### src/rtl/fetch_prefetch_if.sv
// Signal bundle shared by the fetch front end, the instruction memory port and
// the decode stage. The master side is the fetch unit itself; the slave side is
// the environment (memory plus decode).
interface fetch_prefetch_if;
  // instruction memory request channel
  logic        treqready;
  logic        treqvalid;
  logic [1:0]  treqpriv;
  logic [31:0] treqaddr;
  // instruction memory response channel
  logic        trspready;
  logic        trspvalid;
  logic        trsprerr;
  logic [31:0] trspdata;
  // decode channel
  logic        ins_valid;
  logic        ins_ready;
  logic [31:0] ins_pc;
  logic [31:0] ins_data;
  logic        ins_rerr;

  modport master (
    input  treqready,
    output treqvalid, treqpriv, treqaddr,
    output trspready,
    input  trspvalid, trsprerr, trspdata,
    output ins_valid,
    input  ins_ready,
    output ins_pc, ins_data, ins_rerr
  );

  modport slave (
    output treqready,
    input  treqvalid, treqpriv, treqaddr,
    input  trspready,
    output trspvalid, trsprerr, trspdata,
    input  ins_valid,
    output ins_ready,
    input  ins_pc, ins_data, ins_rerr
  );
endinterface

### src/rtl/fetch_prefetch.sv
// Instruction fetch front end: issues sequential word fetches while buffer
// credit remains, collects responses into a small FIFO tagged with their PC and
// error flag, and hands them to decode. A redirect flushes the buffer and
// discards whatever responses are still in flight for the old stream.
module fetch_prefetch #(
  parameter int unsigned C_FIFO_DEPTHX  = 2,
  parameter logic [31:0] C_RESET_VECTOR = 32'h0000_0000
) (
  input  logic             clk,
  input  logic             reset,
  input  logic [1:0]       priv,
  input  logic             redirect,
  input  logic [31:0]      redirect_addr,
  fetch_prefetch_if.master bus
);

  localparam int unsigned DEPTH = 2 ** C_FIFO_DEPTHX;
  localparam int unsigned CW    = C_FIFO_DEPTHX + 1;
  localparam int unsigned PW    = C_FIFO_DEPTHX;

  localparam logic [CW-1:0] ZERO_C  = {CW{1'b0}};
  localparam logic [CW-1:0] ONE_C   = {{(CW-1){1'b0}}, 1'b1};
  localparam logic [PW-1:0] PONE_C  = ONE_C[PW-1:0];
  localparam logic [CW:0]   DEPTH_C = DEPTH[CW:0];

  logic [31:0]   req_pc_q, req_pc_d;
  logic [31:0]   rsp_pc_q, rsp_pc_d;
  logic [CW-1:0] count_q, count_d;
  logic [CW-1:0] outst_q, outst_d;
  logic [CW-1:0] discard_q, discard_d;
  logic [PW-1:0] wr_ptr_q, wr_ptr_d;
  logic [PW-1:0] rd_ptr_q, rd_ptr_d;

  logic [31:0]   pc_mem_q   [DEPTH];
  logic [31:0]   data_mem_q [DEPTH];
  logic          err_mem_q  [DEPTH];

  logic [CW:0]   credit_used_s;
  logic [31:0]   redirect_pc_s;
  logic          treqvalid_s;
  logic          req_fire_s;
  logic          rsp_fire_s;
  logic          drop_s;
  logic          push_s;
  logic          pop_s;
  logic          not_empty_s;
  logic          unused_addr_bits_s;

  // Low address bits of a redirect target are ignored; fold them away here.
  assign unused_addr_bits_s = ^redirect_addr[1:0];
  assign redirect_pc_s      = {redirect_addr[31:2], 2'b00};

  // A request is only issued if its response is guaranteed a FIFO slot, so
  // buffered words plus in-flight words never exceed the buffer depth.
  assign credit_used_s = {1'b0, count_q} + {1'b0, outst_q};
  assign treqvalid_s   = ~reset & ~redirect & (credit_used_s < DEPTH_C);

  assign req_fire_s  = treqvalid_s & bus.treqready;
  // A response with nothing outstanding cannot belong to us and is ignored.
  assign rsp_fire_s  = bus.trspvalid & (outst_q != ZERO_C);
  assign drop_s      = rsp_fire_s & (discard_q != ZERO_C);
  assign push_s      = rsp_fire_s & ~drop_s & ~redirect;
  assign not_empty_s = (count_q != ZERO_C);
  // Redirect wins over a pop in the same cycle.
  assign pop_s       = not_empty_s & bus.ins_ready & ~redirect;

  // Next-state of fetch/response PCs, FIFO bookkeeping and the flush path.
  always_comb begin
    req_pc_d  = req_pc_q;
    rsp_pc_d  = rsp_pc_q;
    count_d   = count_q;
    outst_d   = outst_q;
    discard_d = discard_q;
    wr_ptr_d  = wr_ptr_q;
    rd_ptr_d  = rd_ptr_q;
    if (redirect) begin
      // No request can be accepted now, so whatever is still in flight after
      // this cycle's response belongs to the old stream and must be dropped.
      req_pc_d  = redirect_pc_s;
      rsp_pc_d  = redirect_pc_s;
      count_d   = ZERO_C;
      rd_ptr_d  = wr_ptr_q;
      outst_d   = outst_q - (rsp_fire_s ? ONE_C : ZERO_C);
      discard_d = outst_q - (rsp_fire_s ? ONE_C : ZERO_C);
    end else begin
      req_pc_d  = req_fire_s ? (req_pc_q + 32'd4) : req_pc_q;
      rsp_pc_d  = push_s ? (rsp_pc_q + 32'd4) : rsp_pc_q;
      wr_ptr_d  = push_s ? (wr_ptr_q + PONE_C) : wr_ptr_q;
      rd_ptr_d  = pop_s ? (rd_ptr_q + PONE_C) : rd_ptr_q;
      count_d   = count_q + (push_s ? ONE_C : ZERO_C) - (pop_s ? ONE_C : ZERO_C);
      outst_d   = outst_q + (req_fire_s ? ONE_C : ZERO_C) - (rsp_fire_s ? ONE_C : ZERO_C);
      discard_d = drop_s ? (discard_q - ONE_C) : discard_q;
    end
  end

  // Control state registers with synchronous reset.
  always_ff @(posedge clk) begin
    if (reset) begin
      req_pc_q  <= C_RESET_VECTOR;
      rsp_pc_q  <= C_RESET_VECTOR;
      count_q   <= ZERO_C;
      outst_q   <= ZERO_C;
      discard_q <= ZERO_C;
      wr_ptr_q  <= {PW{1'b0}};
      rd_ptr_q  <= {PW{1'b0}};
    end else begin
      req_pc_q  <= req_pc_d;
      rsp_pc_q  <= rsp_pc_d;
      count_q   <= count_d;
      outst_q   <= outst_d;
      discard_q <= discard_d;
      wr_ptr_q  <= wr_ptr_d;
      rd_ptr_q  <= rd_ptr_d;
    end
  end

  // FIFO payload storage; an entry is only read back while it is valid.
  always_ff @(posedge clk) begin
    if (push_s) begin
      pc_mem_q[wr_ptr_q]   <= rsp_pc_q;
      data_mem_q[wr_ptr_q] <= bus.trspdata;
      err_mem_q[wr_ptr_q]  <= bus.trsprerr;
    end
  end

  assign bus.treqvalid = treqvalid_s;
  assign bus.treqaddr  = req_pc_q;
  assign bus.treqpriv  = priv;
  assign bus.trspready = 1'b1;

  // Head outputs read as zero while the buffer is empty.
  assign bus.ins_valid = not_empty_s;
  assign bus.ins_pc    = not_empty_s ? pc_mem_q[rd_ptr_q]   : 32'h0000_0000;
  assign bus.ins_data  = not_empty_s ? data_mem_q[rd_ptr_q] : 32'h0000_0000;
  assign bus.ins_rerr  = not_empty_s ? err_mem_q[rd_ptr_q]  : 1'b0;

endmodule

### src/flat_wrapper.sv
// flat-port wrapper written by rule: the top's interface ports become plain ports
module fetch_prefetch_flat 
#(
  parameter int unsigned C_FIFO_DEPTHX  = 2,
  parameter logic [31:0] C_RESET_VECTOR = 32'h0000_0000
)
  (clk, reset, priv, redirect, redirect_addr, bus_treqready, bus_treqvalid, bus_treqpriv, bus_treqaddr, bus_trspready, bus_trspvalid, bus_trsprerr, bus_trspdata, bus_ins_valid, bus_ins_ready, bus_ins_pc, bus_ins_data, bus_ins_rerr);
  fetch_prefetch_if bus_i ();
  input  logic clk;
  input  logic reset;
  input  logic [1:0] priv;
  input  logic redirect;
  input  logic [31:0] redirect_addr;
  input wire logic [$bits(bus_i.treqready)-1:0] bus_treqready;
  output wire logic [$bits(bus_i.treqvalid)-1:0] bus_treqvalid;
  output wire logic [$bits(bus_i.treqpriv)-1:0] bus_treqpriv;
  output wire logic [$bits(bus_i.treqaddr)-1:0] bus_treqaddr;
  output wire logic [$bits(bus_i.trspready)-1:0] bus_trspready;
  input wire logic [$bits(bus_i.trspvalid)-1:0] bus_trspvalid;
  input wire logic [$bits(bus_i.trsprerr)-1:0] bus_trsprerr;
  input wire logic [$bits(bus_i.trspdata)-1:0] bus_trspdata;
  output wire logic [$bits(bus_i.ins_valid)-1:0] bus_ins_valid;
  input wire logic [$bits(bus_i.ins_ready)-1:0] bus_ins_ready;
  output wire logic [$bits(bus_i.ins_pc)-1:0] bus_ins_pc;
  output wire logic [$bits(bus_i.ins_data)-1:0] bus_ins_data;
  output wire logic [$bits(bus_i.ins_rerr)-1:0] bus_ins_rerr;
  assign bus_i.treqready = bus_treqready;
  assign bus_treqvalid = bus_i.treqvalid;
  assign bus_treqpriv = bus_i.treqpriv;
  assign bus_treqaddr = bus_i.treqaddr;
  assign bus_trspready = bus_i.trspready;
  assign bus_i.trspvalid = bus_trspvalid;
  assign bus_i.trsprerr = bus_trsprerr;
  assign bus_i.trspdata = bus_trspdata;
  assign bus_ins_valid = bus_i.ins_valid;
  assign bus_i.ins_ready = bus_ins_ready;
  assign bus_ins_pc = bus_i.ins_pc;
  assign bus_ins_data = bus_i.ins_data;
  assign bus_ins_rerr = bus_i.ins_rerr;
  fetch_prefetch #(.C_FIFO_DEPTHX(C_FIFO_DEPTHX), .C_RESET_VECTOR(C_RESET_VECTOR)) u_core (.clk(clk), .reset(reset), .priv(priv), .redirect(redirect), .redirect_addr(redirect_addr), .bus(bus_i));
endmodule
### config.mk
export PLATFORM = sky130hd
export DESIGN_NAME = fetch_prefetch_flat
export DESIGN_NICKNAME = d
export VERILOG_FILES = /design/src/rtl/fetch_prefetch_if.sv /design/src/rtl/fetch_prefetch.sv /design/src/flat_wrapper.sv
export SDC_FILE = /design/constraint.sdc
export NUM_CORES = 1
export LEC_CHECK = 0
export CORE_MARGIN = 5
export CORE_UTILIZATION = 53
export DETAILED_ROUTE_END_ITERATION = 6
export GPL_TIMING_DRIVEN = 1
export PLACE_DENSITY_LB_ADDON = 0.1
export SYNTH_ARGS = -nofsm -noshare
export SYNTH_HDL_FRONTEND = slang
export SYNTH_SLANG_ARGS = --single-unit
### constraint.sdc
create_clock -name clk -period 4 [get_ports clk]
set_input_delay 0.8 -clock clk [delete_from_list [all_inputs] [get_ports clk]]
set_output_delay 0.8 -clock clk [all_outputs]
set_load 0.02 [all_outputs]
# Yosys cells after proc, flatten, opt, wreduce, memory -nomap -nowiden
# Memory sizes are Yosys's and may differ from the RTL's. A register that Yosys moved wholly into a read port is not among the register bits.
# Cells that the tools add are included.
[word_totals] mem_bits_rw=260 memories=3 latch_bits=0 mem_bits_ro=0 ff_bits=77 inputBits=73
[op_classes] bitwise=12 mul=0 magnitude_cmp=1 div_mod_pow=0 n_shift=0 eq_ne=0 n_addsub=11 n_reduce_logical=9 n_mux=24
[memory_table] name="u_core.data_mem_q" depth=4 width=32 rd=1 rd_clocked_by_memory_dff=1 wr=1 line="fetch_prefetch.sv:35" source="logic [31:0] data_mem_q [DEPTH];"
[memory_table] name="u_core.pc_mem_q" depth=4 width=32 rd=1 rd_clocked_by_memory_dff=1 wr=1 line="fetch_prefetch.sv:34" source="logic [31:0] pc_mem_q [DEPTH];"
[memory_table] name="u_core.err_mem_q" depth=4 width=1 rd=1 rd_clocked_by_memory_dff=1 wr=1 line="fetch_prefetch.sv:36" source="logic err_mem_q [DEPTH];"
[op_table] operator="$mux 32" n=6
[op_table] operator="$add 32x3->32 const B" n=2
[op_table] operator="$mux 2" n=8
[op_table] operator="$and 1x1->1" n=9
[op_table] operator="$mux 3" n=3
[op_table] operator="$reduce_bool 3->1" n=3
[op_table] operator="$sub 3x3->3" n=3
[op_table] operator="$reduce_bool 2->1" n=4
[op_table] operator="$mux 1" n=7
[op_table] operator="$add 3x3->3" n=2
[op_table] operator="$add 2x1->2 const B" n=2
[op_table] operator="$add 3x3->4" n=1
[op_table] operator="$lt 4x3->1 const B" n=1
[op_table] operator="$not 1->1" n=3
[op_table] operator="$sub 3x1->3 const B" n=1
[op_table] operator="$reduce_and 2->1" n=1
[op_table] operator="$reduce_or 2->1" n=1

# Depth between registers and ports, before layout
# Gate-level depths: netlist of the first run.
[depth] ltp_word=9 ltp_mapped=12 mapped_depth_nobuf=10

# Worst setup path before layout of the first run
# Ideal clock, no wire load.
[synth_path] path_type="input-to-reg" start="in redirect" end="mem u_core.data_mem_q[0][0], enable pin" n_path_buf=3 stages=5 arrival_time_ns=3.170 path_slack_ns=0.402 path_cell_list="buf_2 clkinv_1 clkbuf_1 clkbuf_1 and3_1"
[synth_between] elab_chain_len=4
[synth_lines] element="start, declared" line="flat_wrapper.sv:12" source="input logic redirect;"
[synth_lines] element="$not 1->1 (no source line)"
[synth_lines] element="$and 1x1->1" line="fetch_prefetch.sv:62" source="assign push_s = rsp_fire_s & ~drop_s & ~redirect;"
[synth_lines] element="$mux 1" line="fetch_prefetch.sv:119" source="if (push_s) begin"
[synth_lines] element="$mux 1 (implied by the code)" line="fetch_prefetch.sv:121" source="data_mem_q[wr_ptr_q] <= bus.trspdata;"
[synth_lines] element="end, declared" line="fetch_prefetch.sv:35"
# No other way between the ends.

==> run_results.csv, run 1 <==
group,metric,value,unit
setup_path,crit_path_end,"bus_ins_data[14]",
timing,slew_viol_final,0,
global_route,grt_max_degree,67,
logic_synthesis,synth_edf_count,252,
min_path,hold_start,"u_core.bus.treqaddr[28]",
setup_path,r2r_setup_slack,1.12,ns
cells_and_area,mostFrequentLayoutCells,"edfxtp_1, clkdlybuf4s50_1, dfxtp_1",
timing,finalSetupViolations,0,
logic_synthesis,yosysWarnings,0,
cells_and_area,postLayoutCellArea,0.0171,sq mm
clock_tree,numClockSinks,327,
detailed_routing,met1_length,13000,um
cells_and_area,fin_nets,1189,
global_route,grt_overflow_total,0,
setup_path,rr_endpoint,"u_core.count_q[2]",
cells_and_area,antenna_cells,0,
detailed_routing,drc,0,
logic_synthesis,synth_area_leaders,"edfxtp_1, dfxtp_1, mux4_2",
detailed_routing,wire_per_inst,19.9,um
die,die_area,0.0295,sq mm
cells_and_area,area_delta_synth_final,23.3,%
clock_tree,tritoncts,"built",
global_route,gr-usage-all-layers,19.9,%
timing,finalWorstPathRequiredPeriod,3.57,ns
power,p_leak,5.61,nW
detailed_routing,wl_met3,1830,um
die,fp.dieH,172,um
die,ios,175,
run,maxCapViolCount,0,
detailed_routing,detail-route-antenna-nets,0,
logic_synthesis,syn_area_per_cell,14.8,sq um
setup_path,worst-setup-path-type,"reg -> out",
place,placed_area,0.0160,sq mm
die,core_area,0.0259,sq mm
cells_and_area,drive_gt1_share,13.7,%
clock_tree,h-tree-depth,2,
power,peakVddDrop,0.289,mV
cells_and_area,mostFrequentLayoutCell,"edfxtp_1",
timing,rsz0062_at_grt,"false",
setup_path,reg2reg_depth,10,
setup_path,rr_startpoint,"u_core.count_q[1]",
timing,max_freq,0.280,GHz
timing,layout_setup_ws,0.429,ns
global_route,first_global_vias,8400,
place,gp_congestion,0.816,
clock_tree,clkTransAtPathRegs,0.06,ns
global_route,grt_antenna_before_repair,0,
die,initial_core_util,53.5,%
power,power,8.18,mW
clock_tree,insertion_delay,0.51,ns
logic_synthesis,postSynthCellCount,935,
logic_synthesis,synth-seq-cells,327,
timing,fin_hold_ws,0.536,ns
detailed_routing,via_count,8302,
logic_synthesis,synth_ff_type,"edfxtp_1",
global_route,grt_pass1_wl,46100,um
clock_tree,cts_hold_buf,0,
detailed_routing,firstDrtPassIters,5,
logic_synthesis,yosysSeqAreaShare,65.4,%
timing,fin_crit_sh,89.3,%
timing,worstMarginPinSlew,0.874,ns
clock_tree,cts_root_buffer,"clkbuf_16",
timing,fin_skew,0.0135,ns
setup_path,endpoint_kind,"output pin",
power,cellPowerDensity,478,mW/mm^2
setup_path,cp_data_arrival_time,2.77,ns
min_path,hp-class,"reg -> reg",
timing,hold_violations,0,
setup_path,crit_path_start_kind,"flop",
detailed_routing,wl,29000,um
die,die_x,172,um
place,preCtsSetupSlack,0.816,ns
place,io_buffers,163,
clock_tree,cts_buffer_depth,3,
detailed_routing,wl_met2,13800,um
logic_synthesis,synthArstFlopShare,0,%
logic_synthesis,synth_top_area_share,54.5,%
timing,relSlewSlack,41.5,%
detailed_routing,via_per_inst,5.70,
place,hpwl,18700,um
die,rows,59,
logic_synthesis,ys_types,60,
timing,setup_tns,0,ns
clock_tree,numCtsBuffers,36,
detailed_routing,routed.top_layer,"met4",
detailed_routing,drtIter0Drc,501,
setup_path,worstPathMaxFanout,26,
logic_synthesis,synth_largest_area_cell,"edfxtp_1",
logic_synthesis,synth_area,0.0139,sq mm
clock_tree,postCtsResizedCells,0,
clock_tree,cts_setup_buffers,0,
setup_path,cp.required,3.20,ns
outcome,status,"completed",
-- flip-flops by register name (all words and copies together), names as in the netlist, named ones only --
signal / cells
u_core.data_mem_q: 128
u_core.pc_mem_q: 120
u_core.bus.treqaddr: 30
u_core.rsp_pc_q: 30
u_core.err_mem_q: 4
u_core.count_q: 3
u_core.discard_q: 3
u_core.outst_q: 3
u_core.rd_ptr_q: 2
u_core.wr_ptr_q: 2
-- synthesized netlist by cell type (9+ instances only) --
cell type	n
edfxtp_1	252
dfxtp_1	75
and2_1	68
mux4_2	63
nor2_1	48
nand2_1	46
clkbuf_1	35
xnor2_1	34
inv_1	31
a21oi_1	23
a211oi_1	20
nand4_1	20
a31oi_1	17
ha_1	16
o21ai_0	15
buf_2	14
nor3_1	14
nand3_1	13
a21boi_0	11
xor2_1	11
and3_1	10
or3_1	9
-- cells by family (layout without fill, tap and decap cells) --
family / after synthesis / count (layout) / synth area share [%]
muxes: 68 / 68 / 10.6
DFF: 327 / 327 / 65.4
other: 2 / 5 / 0.0541
and+or+nand+nor: 265 / 265 / 10.9
buffers and inverters: 95 / 279 / 2.94
AOI/OAI and AO/OA: 115 / 115 / 5.55
adders and majority gates: 18 / 18 / 1.73
xor gates and xnor gates: 45 / 45 / 2.84
-- stage by stage --
stage                     instances  utilization (%)
after floorplan                 938                -
after detailed placement       1395             61.6
after global routing           1457             66.0
final                          1457             66.0
after global placement         1395             61.6
after CTS                      1457             66.0
-- worst min path at each step --
| stage | endpoint | depth (start not counted) |
|---|---|---|
| after floorplan | u_core.pc_mem_q[0][20] | 0 |
| final | u_core.bus.treqaddr[28] | 1 |
| after CTS | u_core.bus.treqaddr[28] | 1 |
| after global placement | u_core.bus.treqaddr[28] | 1 |
| after detailed placement | u_core.bus.treqaddr[28] | 1 |
| after global routing | u_core.pc_mem_q[2][7] | 0 |
-- worst max-delay path, stage by stage, from the launching register on --
cell	delay [ns]
dfxtp_4	0.72
buf_12	0.29
mux4_2	0.54
and2_1	0.17
clkdlybuf4s50_1	0.53
-- final cells by class --
class                           count  area [sq um]
Multi-Input combinational cell    516          4410
Tap cell                          335           419
Sequential cell                   327          9070
Fill cell                        1888          8810
Clock inverter                     19           199
Clock buffer                       43           948
Inverter                           33           124
Timing Repair Buffer              184          1920
-- routing by layer --
| metal | global-route usage (%) | up-vias |
|---|---|---|
| met5 | 0 | - |
| met4 | 4.31 | 0 |
| met3 | 3.95 | 32 |
| met2 | 32.1 | 264 |
| met1 | 28.7 | 4126 |
| li1 | - | 3880 |
-- where the power goes --
part	switching (mW)	leakage, nW	internal [mW]
clock network	1.26	0.554	1.95
registers	0.138	2.91	3.84
logic	0.510	2.15	0.488
total	1.91	5.61	6.27
(Power assumes the default switching activity.)
==> run 2, diff against run 1 <==
--- a/config.mk
+++ b/config.mk
@@ -7,6 +7,7 @@
 export LEC_CHECK = 0
 export CORE_MARGIN = 5
 export CORE_UTILIZATION = 53
+export CTS_CLUSTER_DIAMETER = 40
 export DETAILED_ROUTE_END_ITERATION = 6
 export GPL_TIMING_DRIVEN = 1
 export PLACE_DENSITY_LB_ADDON = 0.1
==> run 2 against run 1 <==
  * Flip-flop and latch count unchanged
  * Maximum frequency down 0.51%
  * Clock-buffer cell count up 6
  * Global-route usage up 0.19 points
  * Non-clock buffer count unchanged
  * Register-to-register slack about the same
  * Critical endpoint unchanged
  * Utilization up 1.3 points
  * Clock skew down 0.0014 ns
  * Total power up 8.4%
  * Wire length up 1.2%
  * Highest routed layer unchanged
==> run_results.csv, run 2 (synthesis gave the netlist of run 1 again) <==
group,metric,value,unit
clock_tree,cts_setup_buffers,0,
place,io_buffers,163,
die,ios,175,
cells_and_area,drive_gt1_share,15.8,%
detailed_routing,via_per_inst,5.70,
power,power,8.87,mW
cells_and_area,mostFrequentLayoutCells,"edfxtp_1, clkdlybuf4s50_1, dfxtp_1",
die,die_x,172,um
place,placed_area,0.0160,sq mm
clock_tree,cts_buffer_depth,3,
setup_path,r2r_setup_slack,1.11,ns
place,gp_congestion,0.816,
clock_tree,clkTransAtPathRegs,0.06,ns
setup_path,worstPathMaxFanout,26,
cells_and_area,largest-register,"u_core.data_mem_q",
cells_and_area,fin_nets,1195,
timing,fin_crit_sh,89.7,%
power,p_leak,5.78,nW
place,hpwl,18700,um
global_route,grt_max_degree,67,
die,initial_core_util,53.5,%
detailed_routing,wire_per_inst,19.9,um
detailed_routing,firstDrtPassIters,5,
timing,fin_hold_ws,0.536,ns
setup_path,path_cells,"buf_12 -> mux4_2 -> and2_1 -> clkdlybuf4s50_1",
timing,slew_viol_final,0,
setup_path,rr_endpoint,"u_core.count_q[2]",
clock_tree,cts_hold_buf,0,
detailed_routing,wl,29400,um
global_route,grt_antenna_before_repair,0,
setup_path,endpoint_kind,"output pin",
detailed_routing,drtIter0Drc,515,
timing,max_freq,0.279,GHz
cells_and_area,largestRegisters,"u_core.data_mem_q x128, u_core.pc_mem_q x120",
die,core_area,0.0259,sq mm
setup_path,cpPeakStageDelay,0.72,ns
cells_and_area,largest_reg_flops,128,
min_path,hold_start,"u_core.bus.treqaddr[28]",
setup_path,worst-setup-path-type,"reg -> out",
clock_tree,insertion_delay,0.52,ns
setup_path,rr_startpoint,"u_core.count_q[1]",
outcome,status,"completed",
clock_tree,tritoncts,"built",
global_route,gr-usage-all-layers,20.1,%
die,die_area,0.0295,sq mm
clock_tree,postCtsResizedCells,0,
clock_tree,numClockSinks,327,
timing,finalSetupViolations,0,
die,rows,59,
global_route,grt_pass1_wl,46500,um
clock_tree,numCtsBuffers,42,
timing,finalWorstPathRequiredPeriod,3.59,ns
timing,fin_skew,0.0121,ns
run,maxCapViolCount,0,
clock_tree,h-tree-depth,2,
cells_and_area,area_delta_synth_final,25.7,%
detailed_routing,drc,0,
clock_tree,cts_root_buffer,"clkbuf_16",
min_path,worstHoldPathCells,1,
setup_path,reg2reg_depth,10,
setup_path,crit_slowest_cell,"dfxtp_4",
cells_and_area,antenna_cells,0,
power,cellPowerDensity,508,mW/mm^2
place,preCtsSetupSlack,0.816,ns
detailed_routing,via_count,8392,
setup_path,crit_path_start_kind,"flop",
cells_and_area,mostFrequentLayoutCell,"edfxtp_1",
timing,worstMarginPinSlew,0.869,ns
timing,relSlewSlack,41.8,%
min_path,whs_endpoint,"u_core.bus.treqaddr[28]",
timing,layout_setup_ws,0.410,ns
setup_path,cp_data_arrival_time,2.79,ns
cells_and_area,postLayoutCellArea,0.0174,sq mm
die,fp.dieH,172,um
setup_path,cp.required,3.20,ns
timing,setup_tns,0,ns
global_route,first_global_vias,8466,
timing,hold_violations,0,
timing,rsz0062_at_grt,"false",
global_route,grt_overflow_total,0,
power,peakVddDrop,0.469,mV
detailed_routing,detail-route-antenna-nets,0,
min_path,hp-class,"reg -> reg",
## run 2: changes by cell type in the layout (fill, tap and decap cells not counted), sizes merged
cell / previous run / this run
clkinvlp: 1 / 4
clkbuf: 43 / 49
inv: 35 / 42
clkinv: 12 / 11
bufinv: 4 / 5
## run 2: area by class of cell
class                           count  area, sq um
Sequential cell                   327         9070
Fill cell                        1862         8470
Multi-Input combinational cell    516         4410
Timing Repair Buffer              184         1920
Clock buffer                       49         1150
Tap cell                          335          419
Clock inverter                     29          337
Inverter                           33          124
## run 2: worst max-delay path by stage
stage                                    endpoint  slack (ns)  cells after the start
after floorplan           u_core.data_mem_q[0][0]        0.40                      5
after global placement              bus_treqvalid        0.80                      4
after detailed placement            bus_treqvalid        0.82                      4
after CTS                        bus_ins_data[14]        0.33                      4
after global routing             bus_ins_data[22]        0.23                      4
final                            bus_ins_data[14]        0.41                      4
## run 2: per-stage QoR
stage	util, %	instances
detailed placement	61.6	1395
finish	67.3	1473
global route	67.3	1473
floorplan	-	938
global placement	61.6	1395
CTS	67.3	1473
## run 2: report_power, final
| part | leakage (nW) | switching (mW) | internal [mW] |
|---|---|---|---|
| logic | 2.15 | 0.509 | 0.489 |
| clock network | 0.719 | 1.46 | 2.43 |
| registers | 2.91 | 0.139 | 3.84 |
| total | 5.78 | 2.11 | 6.75 |
## run 2: worst max-delay path, delay by kind of cell, from the launching register on
family	cells	cell delay [ns]
DFF	1	0.72
and+or+nand+nor	1	0.17
buffers and inverters	2	0.82
muxes	1	0.54
## run 2: per-layer routing
metal | wire (um) | track usage [%] | vias up
met5 | 0 | 0 | -
met3 | 2040 | 4.44 | 31
li1 | - | - | 3905
met2 | 13900 | 32.3 | 288
met1 | 13000 | 28.6 | 4168
met4 | 416 | 4.61 | 0
==> run 3, diff against run 2 <==
--- a/config.mk
+++ b/config.mk
@@ -10,7 +10,8 @@
 export CTS_CLUSTER_DIAMETER = 40
 export DETAILED_ROUTE_END_ITERATION = 6
 export GPL_TIMING_DRIVEN = 1
-export PLACE_DENSITY_LB_ADDON = 0.1
+export PLACE_DENSITY = 0.77
+export SKIP_LAST_GASP = 1
 export SYNTH_ARGS = -nofsm -noshare
 export SYNTH_HDL_FRONTEND = slang
 export SYNTH_SLANG_ARGS = --single-unit
==> constraint.sdc (replaced) <==
create_clock -name clk -period 4.4 [get_ports clk]
set_input_delay 0.88 -clock clk [delete_from_list [all_inputs] [get_ports clk]]
set_output_delay 0.88 -clock clk [all_outputs]
set_load 0.02 [all_outputs]
==> run 3 against run 2 <==
  * Critical path depth is 1 lower
  * Wire length shrank 0.82%
  * Clock power shrank 19%
  * Register-to-register slack better by 0.28 ns
  * Combinational power decreased by 9.4%
  * Final cell count decreased by 1.0%
  * Sequential power fell by 9.3%
  * Highest routed layer unchanged
==> run_results.csv, run 3 (synthesis gave the netlist of run 1 again) <==
group,metric,value,unit
outcome,status,"completed",
setup_path,endpoint_kind,"output pin",
power,peakVddDrop,0.437,mV
place,preCtsSetupSlack,1.19,ns
setup_path,rr_startpoint,"u_core.count_q[1]",
detailed_routing,drtIter0Drc,597,
min_path,worstHoldPathCells,0,
detailed_routing,detail-route-antenna-nets,0,
die,fp.dieH,172,um
die,core_area,0.0259,sq mm
global_route,grt_overflow_total,0,
clock_tree,tritoncts,"built",
die,die_area,0.0295,sq mm
timing,rsz0062_at_grt,"false",
timing,fin_skew,0.0186,ns
setup_path,rr_endpoint,"u_core.count_q[2]",
setup_path,cp_data_arrival_time,2.73,ns
place,gp_congestion,0.866,
run,maxCapViolCount,0,
place,place_inst,1387,
place,hpwl,18100,um
power,cellPowerDensity,448,mW/mm^2
cells_and_area,num-fill-cells,1830,
detailed_routing,drc,0,
clock_tree,numClockSinks,327,
detailed_routing,via_count,8353,
timing,layout_setup_ws,0.787,ns
cells_and_area,multiInputGateArea,0.00441,sq mm
clock_tree,h-tree-depth,2,
cells_and_area,register_area,0.00907,sq mm
clock_tree,cts_buffer_depth,3,
min_path,hp-class,"reg -> reg",
cells_and_area,final_core_util,66.1,%
power,p_leak,5.64,nW
die,rows,59,
clock_tree,cts_setup_buffers,0,
timing,finalSetupViolations,0,
global_route,first_global_vias,8744,
setup_path,cp.required,3.52,ns
clock_tree,postCtsResizedCells,0,
setup_path,worst-setup-path-type,"reg -> out",
setup_path,reg2reg_depth,10,
timing,slew_viol_final,0,
clock_tree,clkTransAtPathRegs,0.06,ns
global_route,gr-usage-all-layers,19.9,%
cells_and_area,fin_cells,1458,
clock_tree,numCtsBuffers,39,
cells_and_area,drive_gt1_share,14.2,%
detailed_routing,wl,29100,um
timing,relSlewSlack,30.6,%
setup_path,crit_path_start_kind,"flop",
die,die_x,172,um
place,io_buffers,163,
cells_and_area,largestRegisters,"u_core.data_mem_q x128, u_core.pc_mem_q x120",
timing,worstMarginPinSlew,1.04,ns
clock_tree,insertion_delay,0.51,ns
timing,max_freq,0.277,GHz
detailed_routing,via_per_inst,5.73,
setup_path,r2r_setup_slack,1.39,ns
setup_path,worstPathMaxFanout,66,
cells_and_area,mostFrequentLayoutCell,"edfxtp_1",
min_path,whs_endpoint,"u_core.pc_mem_q[2][30]",
die,initial_core_util,53.5,%
timing,setup_tns,0,ns
cells_and_area,area_delta_synth_final,23.5,%
global_route,grt_pass1_wl,46500,um
timing,hold_violations,0,
global_route,grt_antenna_before_repair,0,
timing,fin_crit_sh,82.1,%
min_path,hold_start,"u_core.rsp_pc_q[30]",
global_route,grt_max_degree,71,
cells_and_area,mostFrequentLayoutCells,"edfxtp_1, clkdlybuf4s50_1, dfxtp_1",
detailed_routing,firstDrtPassIters,5,
cells_and_area,largest_reg_flops,128,
cells_and_area,fin_nets,1184,
detailed_routing,wire_per_inst,20.0,um
clock_tree,cts_root_buffer,"clkbuf_16",
timing,finalWorstPathRequiredPeriod,3.61,ns
cells_and_area,largest-register,"u_core.data_mem_q",
clock_tree,cts_hold_buf,0,
die,ios,175,
cells_and_area,antenna_cells,0,
run 3: worst max path at each step:
stage                 startpoint                      end  depth (start not counted)
6_report       u_core.count_q[1]            bus_ins_pc[3]                          3
5_1_grt        u_core.count_q[1]            bus_ins_pc[3]                          3
4_1_cts        u_core.count_q[1]            bus_ins_pc[3]                          3
3_5_place_dp       bus_trspvalid        u_core.outst_q[2]                         10
3_3_place_gp       bus_trspvalid        u_core.outst_q[2]                         10
2_1_floorplan           redirect  u_core.data_mem_q[0][0]                          5
run 3: area by class of cell:
class | instances | area share [%]
Sequential cell | 327 | 53.0
Multi-Input combinational cell | 516 | 25.8
Timing Repair Buffer | 176 | 10.5
Clock buffer | 51 | 6.14
Tap cell | 335 | 2.45
Clock inverter | 20 | 1.50
Inverter | 33 | 0.723
run 3: power by group:
part / switching (mW) / internal, mW / total, mW / leakage (nW)
sequential: 0.117 / 3.49 / 3.60 / 2.91
combinational: 0.472 / 0.432 / 0.904 / 2.10
clock: 1.22 / 1.95 / 3.17 / 0.635
run 3: through the flow:
stage	area, sq um	hold WS, ns	power (mW)
finish	17100	0.538	7.68
global route	17100	0.555	8.03
CTS	17100	0.532	7.77
detailed placement	15800	0.531	4.58
global placement	15800	0.521	4.56
floorplan	13900	0.458	4.23
run 3: layer usage:
metal  up-vias  GRT usage (%)  wire (um)
met3        37           4.50       2440
met5         -              0          0
li1       3877              -          -
met1      4120           28.0      12600
met4         0           4.14        370
met2       319           32.5      13700
run 3: critical path, cell delays in order (launching register included):
cell and delay, ns:
dfxtp_1 0.34, or3_2 0.91, and2_1 0.33, clkdlybuf4s50_1 0.58
